### src/rtl/qmca_pulse_extractor.sv
// Pulse-height extractor: arms below threshold, triggers on each rising crossing,
// measures peak and time-over-threshold, and queues one event word per pulse.
module qmca_pulse_extractor #(
  parameter int          ADC_BITS   = 14,
  parameter int          FIFO_DEPTH = 16,
  parameter logic [3:0]  HEADER_ID  = 4'h1
) (
  input  logic                CLK,
  input  logic                RST,
  input  logic                ENABLE,
  input  logic [ADC_BITS-1:0] ADC_IN,
  input  logic [ADC_BITS-1:0] THRESHOLD,
  input  logic [ADC_BITS-1:0] BASELINE,
  output logic                TRIGGER,
  output logic                BUSY,
  input  logic                FIFO_READ,
  output logic                FIFO_EMPTY,
  output logic [31:0]         FIFO_DATA,
  output logic [7:0]          LOST_COUNT
);

  localparam int PTR_BITS = (FIFO_DEPTH > 1) ? $clog2(FIFO_DEPTH) : 1;
  localparam int CNT_BITS = PTR_BITS + 1;
  localparam logic [ADC_BITS-1:0] TOT_MAX   = '1;
  localparam logic [ADC_BITS-1:0] TOT_ONE   = ADC_BITS'(1);
  localparam logic [CNT_BITS-1:0] CNT_DEPTH = CNT_BITS'(FIFO_DEPTH);

  typedef enum logic [1:0] {
    IDLE,
    ARMED,
    PULSE,
    WRITE
  } state_t;

  state_t state;
  state_t state_next;

  logic [ADC_BITS-1:0] adc_q;
  logic [ADC_BITS-1:0] peak;
  logic [ADC_BITS-1:0] tot;
  logic [ADC_BITS-1:0] amp;
  logic                above;
  logic                trigger_next;
  logic                busy_next;
  logic                start_pulse;
  logic                track_pulse;
  logic                push;
  logic [31:0]         event_word;

  logic [31:0]         mem [FIFO_DEPTH];
  logic [PTR_BITS-1:0] wr_ptr;
  logic [PTR_BITS-1:0] rd_ptr;
  logic [PTR_BITS-1:0] rd_ptr_next;
  logic [CNT_BITS-1:0] count;
  logic [CNT_BITS-1:0] count_after_pop;
  logic [CNT_BITS-1:0] count_next;
  logic                pop;
  logic                push_ok;

  always_ff @(posedge CLK) begin
    if (RST) begin
      adc_q <= '0;
    end else begin
      adc_q <= ADC_IN;
    end
  end

  assign above = (adc_q > THRESHOLD);

  always_ff @(posedge CLK) begin
    if (RST) begin
      state   <= IDLE;
      TRIGGER <= 1'b0;
      BUSY    <= 1'b0;
    end else begin
      state   <= state_next;
      TRIGGER <= trigger_next;
      BUSY    <= busy_next;
    end
  end

  // Dropping ENABLE always wins, so a partially measured pulse is never queued.
  always_comb begin
    state_next   = state;
    trigger_next = 1'b0;
    start_pulse  = 1'b0;
    track_pulse  = 1'b0;
    push         = 1'b0;
    case (state)
      IDLE: begin
        if (ENABLE && !above) begin
          state_next = ARMED;
        end
      end
      ARMED: begin
        if (!ENABLE) begin
          state_next = IDLE;
        end else if (above) begin
          state_next   = PULSE;
          trigger_next = 1'b1;
          start_pulse  = 1'b1;
        end
      end
      PULSE: begin
        if (!ENABLE) begin
          state_next = IDLE;
        end else if (above) begin
          track_pulse = 1'b1;
        end else begin
          state_next = WRITE;
        end
      end
      WRITE: begin
        push       = 1'b1;
        state_next = ENABLE ? ARMED : IDLE;
      end
      default: begin
        state_next = IDLE;
      end
    endcase
    busy_next = (state_next == PULSE) || (state_next == WRITE);
  end

  always_ff @(posedge CLK) begin
    if (RST) begin
      peak <= '0;
      tot  <= '0;
    end else if (start_pulse) begin
      peak <= adc_q;
      tot  <= TOT_ONE;
    end else if (track_pulse) begin
      if (adc_q > peak) begin
        peak <= adc_q;
      end
      if (tot != TOT_MAX) begin
        tot <= tot + TOT_ONE;
      end
    end
  end

  assign amp        = (peak >= BASELINE) ? (peak - BASELINE) : '0;
  assign event_word = {HEADER_ID, 14'(amp), 14'(tot)};

  // A pop in the WRITE cycle frees a slot, so a full FIFO can still take the word.
  assign pop             = FIFO_READ && (count != '0);
  assign push_ok         = push && ((count < CNT_DEPTH) || pop);
  assign count_after_pop = count - CNT_BITS'(pop);
  assign count_next      = count_after_pop + CNT_BITS'(push_ok);
  assign rd_ptr_next     = rd_ptr + PTR_BITS'(pop);

  always_ff @(posedge CLK) begin
    if (push_ok) begin
      mem[wr_ptr] <= event_word;
    end
  end

  // The head register is refilled from storage, or straight from the new word
  // when it lands in an otherwise empty FIFO.
  always_ff @(posedge CLK) begin
    if (RST) begin
      wr_ptr     <= '0;
      rd_ptr     <= '0;
      count      <= '0;
      FIFO_EMPTY <= 1'b1;
      FIFO_DATA  <= '0;
    end else begin
      if (push_ok) begin
        wr_ptr <= wr_ptr + PTR_BITS'(1);
      end
      rd_ptr     <= rd_ptr_next;
      count      <= count_next;
      FIFO_EMPTY <= (count_next == '0);
      if (count_after_pop == '0) begin
        if (push_ok) begin
          FIFO_DATA <= event_word;
        end
      end else begin
        FIFO_DATA <= mem[rd_ptr_next];
      end
    end
  end

  always_ff @(posedge CLK) begin
    if (RST) begin
      LOST_COUNT <= '0;
    end else if (push && !push_ok && (LOST_COUNT != 8'hFF)) begin
      LOST_COUNT <= LOST_COUNT + 8'd1;
    end
  end

endmodule

### config.mk
export PLATFORM = sky130hd
export DESIGN_NAME = qmca_pulse_extractor
export DESIGN_NICKNAME = d
export VERILOG_FILES = /design/src/rtl/qmca_pulse_extractor.sv
export SDC_FILE = /design/constraint.sdc
export NUM_CORES = 1
export LEC_CHECK = 0
export CAP_MARGIN = 20
export CORE_MARGIN = 2
export CORE_UTILIZATION = 50
export CTS_BUF_LIST = sky130_fd_sc_hd__clkbuf_4 sky130_fd_sc_hd__clkbuf_8
export DETAILED_ROUTE_END_ITERATION = 7
export GPL_ROUTABILITY_DRIVEN = 1
export PLACE_DENSITY = 0.76
export SKIP_LAST_GASP = 1
export SYNTH_ARGS = -nofsm -noshare
export SYNTH_HDL_FRONTEND = slang
export SYNTH_SLANG_ARGS = --single-unit
### constraint.sdc
create_clock -name CLK -period 8 [get_ports CLK]
set_input_delay 1.6 -clock CLK [delete_from_list [all_inputs] [get_ports CLK]]
set_output_delay 1.6 -clock CLK [all_outputs]
set_load 0.02 [all_outputs]
## After elaboration in Yosys (flattened, before gate mapping)

Memories as Yosys holds them, arrays and structs flattened.
Cells that the tools add are included.

| cells by class | value |
|---|---|
| $add $sub $neg | 7 |
| $lt $le $gt $ge | 4 |
| eq/ne operators | 8 |
| mux-type cells | 23 |
| reduce and logical (&&, ||, !) cells | 20 |

Operators with widths:

| cell | count |
|---|---|
| 32-bit 2-to-1 mux | 2 |
| 14-bit 2-to-1 mux | 4 |
| 14-bit greater-than comparator | 2 |
| 14-bit by 1-bit adder with 14-bit output (second input constant) | 1 |
| 14-bit >= comparator | 1 |
| 14-bit != test (second input constant) | 1 |
| 14-bit subtractor | 1 |
| 1-bit 2-to-1 mux | 11 |
| 5-bit logical NOT | 2 |
| 2-bit 2-to-1 mux | 5 |
| 8-bit by 1-bit adder with 8-bit output (second input constant) | 1 |
| 2-bit == test (second input constant) | 4 |
| 8-bit != test (second input constant) | 1 |
| 2-bit case mux with 4 select lines | 1 |
| 2-bit AND reduction | 3 |
| 2-bit nonzero test | 3 |
| 5-bit by 1-bit adder with 5-bit output | 1 |
| 1-bit logical AND | 5 |
| 5-bit less-than comparator (second input constant) | 1 |
| 5-bit nonzero test | 1 |
| 5-bit by 1-bit subtractor with 5-bit output | 1 |
| 4-bit by 1-bit adder with 4-bit output | 1 |
| 4-bit by 1-bit adder with 4-bit output (second input constant) | 1 |
| 2-bit by 1-bit == test with 1-bit output (second input constant) | 1 |
| 5 further kinds | 7 |

| word-level totals | value |
|---|---|
| flip-flop bits (word level) | 100 |
| RAM bits | 448 |
| input port bits | 46 |
| output and inout bits | 43 |
| logic and storage cells | 76 |
| memories kept | 1 |

Memory list:

| name | words | width | read ports | clocked after memory_dff | write ports | line | text |
|---|---|---|---|---|---|---|---|
| mem | 16 | 28 | 1 | 0 | 1 | 50 | `logic [31:0] mem [FIFO_DEPTH];` |

## Logic depth before layout (Yosys ltp)

| logic depth | value |
|---|---|
| word-level depth | 7 |
| gate-level depth with buffers | 12 |
| mapped depth without buffers | 11 |

## Worst setup path before layout

No wires, ideal clock.

| path | value |
|---|---|
| kind | input to register |
| start | input port FIFO_READ |
| end | memory mem[0][0] (netlist bit), enable pin |
| setup time | 0.448 ns |
| arrival time | 4.518 ns |
| data required time | 7.552 ns |
| slack | 3.034 ns |
| stages on the path | 7 |
| path buffers | 2 |
| path through | nor2b_1 or2_1 clkbuf_1 inv_2 clkbuf_1 nand2_1 nor3_1 |

| on the way | value |
|---|---|
| cells in the longest elaborated chain, start to end | 5 |

Ends and longest elaborated chain:

| item | line | text |
|---|---|---|
| start: declaration | 16 | `input logic FIFO_READ,` |
| 1-bit logical AND | 145 | `assign pop = FIFO_READ && (count != '0);` |
| 1-bit logical OR | 146 | `assign push_ok = push && ((count < CNT_DEPTH) \|\| pop);` |
| 1-bit logical AND | 146 |  |
| named net push_ok | 58 | `logic push_ok;` |
| 1-bit 2-to-1 mux | 152 | `if (push_ok) begin` |
| 1-bit 2-to-1 mux (implied by the code) | 153 | `mem[wr_ptr] <= event_word;` |
| end: declaration | 50 |  |

The timed path passes the listed nets, and every way through them passes these cells.

## Worst setup path in the final report

| path | value |
|---|---|
| start | input port FIFO_READ |
| end | register FIFO_DATA[23] |

| on the way | value |
|---|---|
| cells in the longest elaborated chain, start to end | 4 |
| elaborated cells on any way between the ends | 9 |

Ends and longest elaborated chain:

| item | line | text |
|---|---|---|
| 1-bit logical AND | 145 |  |
| 4-bit by 1-bit adder with 4-bit output | 149 | `assign rd_ptr_next = rd_ptr + PTR_BITS'(pop);` |
| named net rd_ptr_next[0] | 53 | `logic [PTR_BITS-1:0] rd_ptr_next;` |
| memory read 16 x 28 bit | -- |  |
| 32-bit 2-to-1 mux | 173 | `if (count_after_pop == '0) begin` |
| end signal: assignment | 175 | `FIFO_DATA <= event_word;` |
| end signal: assignment | 178 | `FIFO_DATA <= mem[rd_ptr_next];` |
| end: declaration | 18 | `output logic [31:0] FIFO_DATA,` |

The timed path passes the listed nets, and every way through them passes these cells.
A chain may end at the register's enable or synchronous reset.

==> metrics.md <==
| Metric | Value |
|---|---|
| Area leader, netlist | `edfxtp_1` |
| Core Area | `45190 sq um` |
| Crit end category | `flop` |
| Pleak | `9.404 nW` |
| Endpoint arrival time on the critical path | `5.17 ns` |
| Final-report hold violation count | `0` |
| Post-Syn Area | `around 23000 sq um` |
| Skew-Pair Late Insertion Delay | `between 0.6 and 0.7 ns` |
| Setup CP Type | `in2reg` |
| # hold bufs at CTS | `0` |
| Fin crit share | `just under 60%` |
| Sequential share of the synthesized area | `67.41%` |
| Routed wire per std cell | `23.86 microns` |
| 1st-iter DRT viols | `1357` |
| Max cap viols | `0` |
| Placed cell count | `2015` |
| Input/output buffers | `85` |
| Full die area | `between 40000 and 50000 sq um` |
| Initial antenna violation count | `0` |
| Placed cell area | `24420 sq um` |
| Hold Path Class | `reg2reg` |
| RD Place Congestion | `about 0.85` |
| CTS Root Cell | `clkbuf_8` |
| Worst vdd ir | `0.0003083 V` |
| Setup crit start kind | `primary input` |
| DR vias/cell | `5.937` |
| Total gr overflow | `0` |
| First-pass iteration count of the detailed router | `5` |
| Post-route cell area | `26070 sq um` |
| Vias | `12820` |
| Clock skew | `around 0.034 ns` |
| Worst endpoint required time | `8.49 ns` |
| Post-route DRC | `0` |
| Worst rel slew slack | `32.32%` |
| GR Util All Layers | `22.07%` |
| Synth top area share | `58.91%` |
| Post-CTS Setup Inserts | `0` |
| Total negative setup slack | `0 ns` |
| Pre-CTS setup slack | `approximately 2.6 ns` |
| Worst-Margin Slew | `1.015 ns` |
| Diodes inserted | `0` |
| Post-Layout Cell Count | `2159` |
| Row cnt | `78` |
| Die W | `217.7 microns` |
| Final wirelength | `51520 microns` |
| Vias in the first global route | `12950` |
| Setup WS post-layout | `3.314 ns` |
| Post-synth ARST share | `0%` |
| Synth Register Bits | `545` |
| Cell count after synthesis | `1368` |
| Initial core utilization | `between 50 and 60%` |
| Status | `finished, final reports clean` |
| PwrDens | `approximately 300 nW/um^2` |
| EDFF count, synth | `about 450` |
| Total CTS buffers | `79` |
| Commonest non-fill, non-tap cell in the layout | `edfxtp_1` |
| Crit path time final | `4.686 ns` |
| Clock Sinks | `~550` |
| Die outline height | `217.7 microns` |
| Detailed Place HPWL | `about 30000 microns` |
| CP Max Fanout | `33` |
| Fill cells | `approximately 3300` |
| Max frequency | `0.2134 GHz` |
| I/O pin total | `89` |
| CTS H-tree lvls | `3` |
| Resized cells post-CTS | `0` |
| Final setup vio count | `0` |
| Max Buffers Root-to-Sink | `3` |
| Main flop type after synthesis | `edfxtp_1` |
| First-pass GRT wire length | `77260 microns` |
| Largest net degree at the start of global routing | `85` |
| Commonest non-fill, non-tap cells in the layout | `448 x edfxtp_1, 132 x mux4_2, 97 x dfxtp_1` |
| Final slew viol count | `0` |
| RSZ-0062 raised after global routing | `false` |
| Antenna-violating nets left | `0` |
| Layout Area Growth over Synthesis | `14.17%` |
| Post-synthesis cell type count | `65` |
| Synth warn | `0` |
| Area contributors post-synth | `edfxtp_1 59%, mux4_2 13%, dfxtp_1 8.5%, ha_1 3.0%, nor2_1 1.3%` |
| Final net count | `between 1500 and 2000` |
| CTS tree | `done` |
| Share of post-route cells with drive strength above 1 | `20.59%` |
| Avg Synthesized Cell Area | `16.69 sq um` |
| Clock-pin slew on the worst setup and hold paths | `0.06 ns` |
kinds of logic after synthesis:
group | synth area share (%)
other cells | 0.01642
buf+inv | 2.734
compound gates | 4.005
xor+xnor | 0.9533
fa+ha+maj | 3.046
mux | 14.66
simple gates | 7.177
flops | 67.41
power by group:
group	switching [mW]	leakage, nW	internal, mW
combinational	1.19	2.95	1.09
sequential	0.0782	5.57	3.12
clock	1.02	0.883	1.26
total	2.29	9.40	5.47
layout make-up:
class / count / area (sq um) / area share, %
clock inverters: 25 / 201.4 / 0.7726
well taps: 600 / 750.7 / 2.879
inverters: 55 / 206.4 / 0.7918
multi-input cells: 702 / 6993 / 26.82
clock buffers: 119 / 1456 / 5.586
flip-flops and latches: 545 / 15390 / 59.04
repair buffers: 113 / 1071 / 4.108
Yosys cell counts, types with 5 or more instances:
| cell type | n |
|---|---|
| mux2i_1 | 18 |
| buf_2 | 17 |
| or4_1 | 6 |
| nand2_1 | 68 |
| nor4_1 | 5 |
| and2_1 | 7 |
| and3_1 | 9 |
| buf_1 | 6 |
| o31ai_1 | 7 |
| a211oi_1 | 5 |
| mux4_1 | 7 |
| xor2_1 | 10 |
| clkbuf_1 | 26 |
| dfxtp_1 | 97 |
| a311oi_1 | 15 |
| nand3_1 | 31 |
| nand2b_1 | 34 |
| ha_1 | 54 |
| nand4_1 | 19 |
| a21oi_1 | 48 |
| a31oi_1 | 8 |
| buf_4 | 5 |
| nor2_1 | 79 |
| inv_1 | 54 |
| buf_6 | 12 |
| xnor2_1 | 13 |
| nor2b_1 | 23 |
| edfxtp_1 | 448 |
| or3_1 | 13 |
| nor3_1 | 14 |
| mux4_2 | 132 |
| a21o_1 | 11 |
| o21ai_0 | 18 |
stage by stage:
stage	util [%]	hold WS [ns]	power, mW
after floorplan	-	0.4522	5.094
after global placement	54.03	0.4668	5.533
after detailed placement	54.03	0.4782	5.562
final	57.70	0.4926	7.760
after global routing	57.70	0.5150	8.125
after CTS	57.70	0.4919	7.830
per-layer routing:
layer  share of wire [%]  wire, microns  global-route usage (%)  vias up
met3                 8.9           4567                   4.575       95
met1                  39          19930                   28.52     6491
met5                   0              0                       0        -
met2                  50          25590                   36.97      600
li1                    -              -                       -     5632
met4                 2.8           1435                   8.356        0
flip-flops by register name (all words and copies together) (netlist names), 5 cells and up:
register,cells
LOST_COUNT,8
mem,448
FIFO_DATA,29
adc_q,14
tot,14
count,5
peak,14
critical path, cell delays in order:
cell and delay [ns]:
clkdlybuf4s50_1 0.50, a21boi_0 0.41, ha_4 0.64, buf_4 0.65, mux4_2 0.59, mux4_2 0.46, nor2_1 0.10, a211o_1 0.11
o31ai_1 0.06
path summary, 6_finish.rpt:
kind | startpoint | to | slack [ns] | depth (start not counted)
max | FIFO_READ | FIFO_DATA[23] | 3.31 | 9
min | FIFO_DATA[7] | FIFO_DATA[7] | 0.49 | 2
min reg2reg | FIFO_DATA[7] | FIFO_DATA[7] | 0.49 | 2
max reg2reg | count[3] | FIFO_DATA[23] | 4.18 | 9
Note: power is estimated with default switching activity, not from simulation.
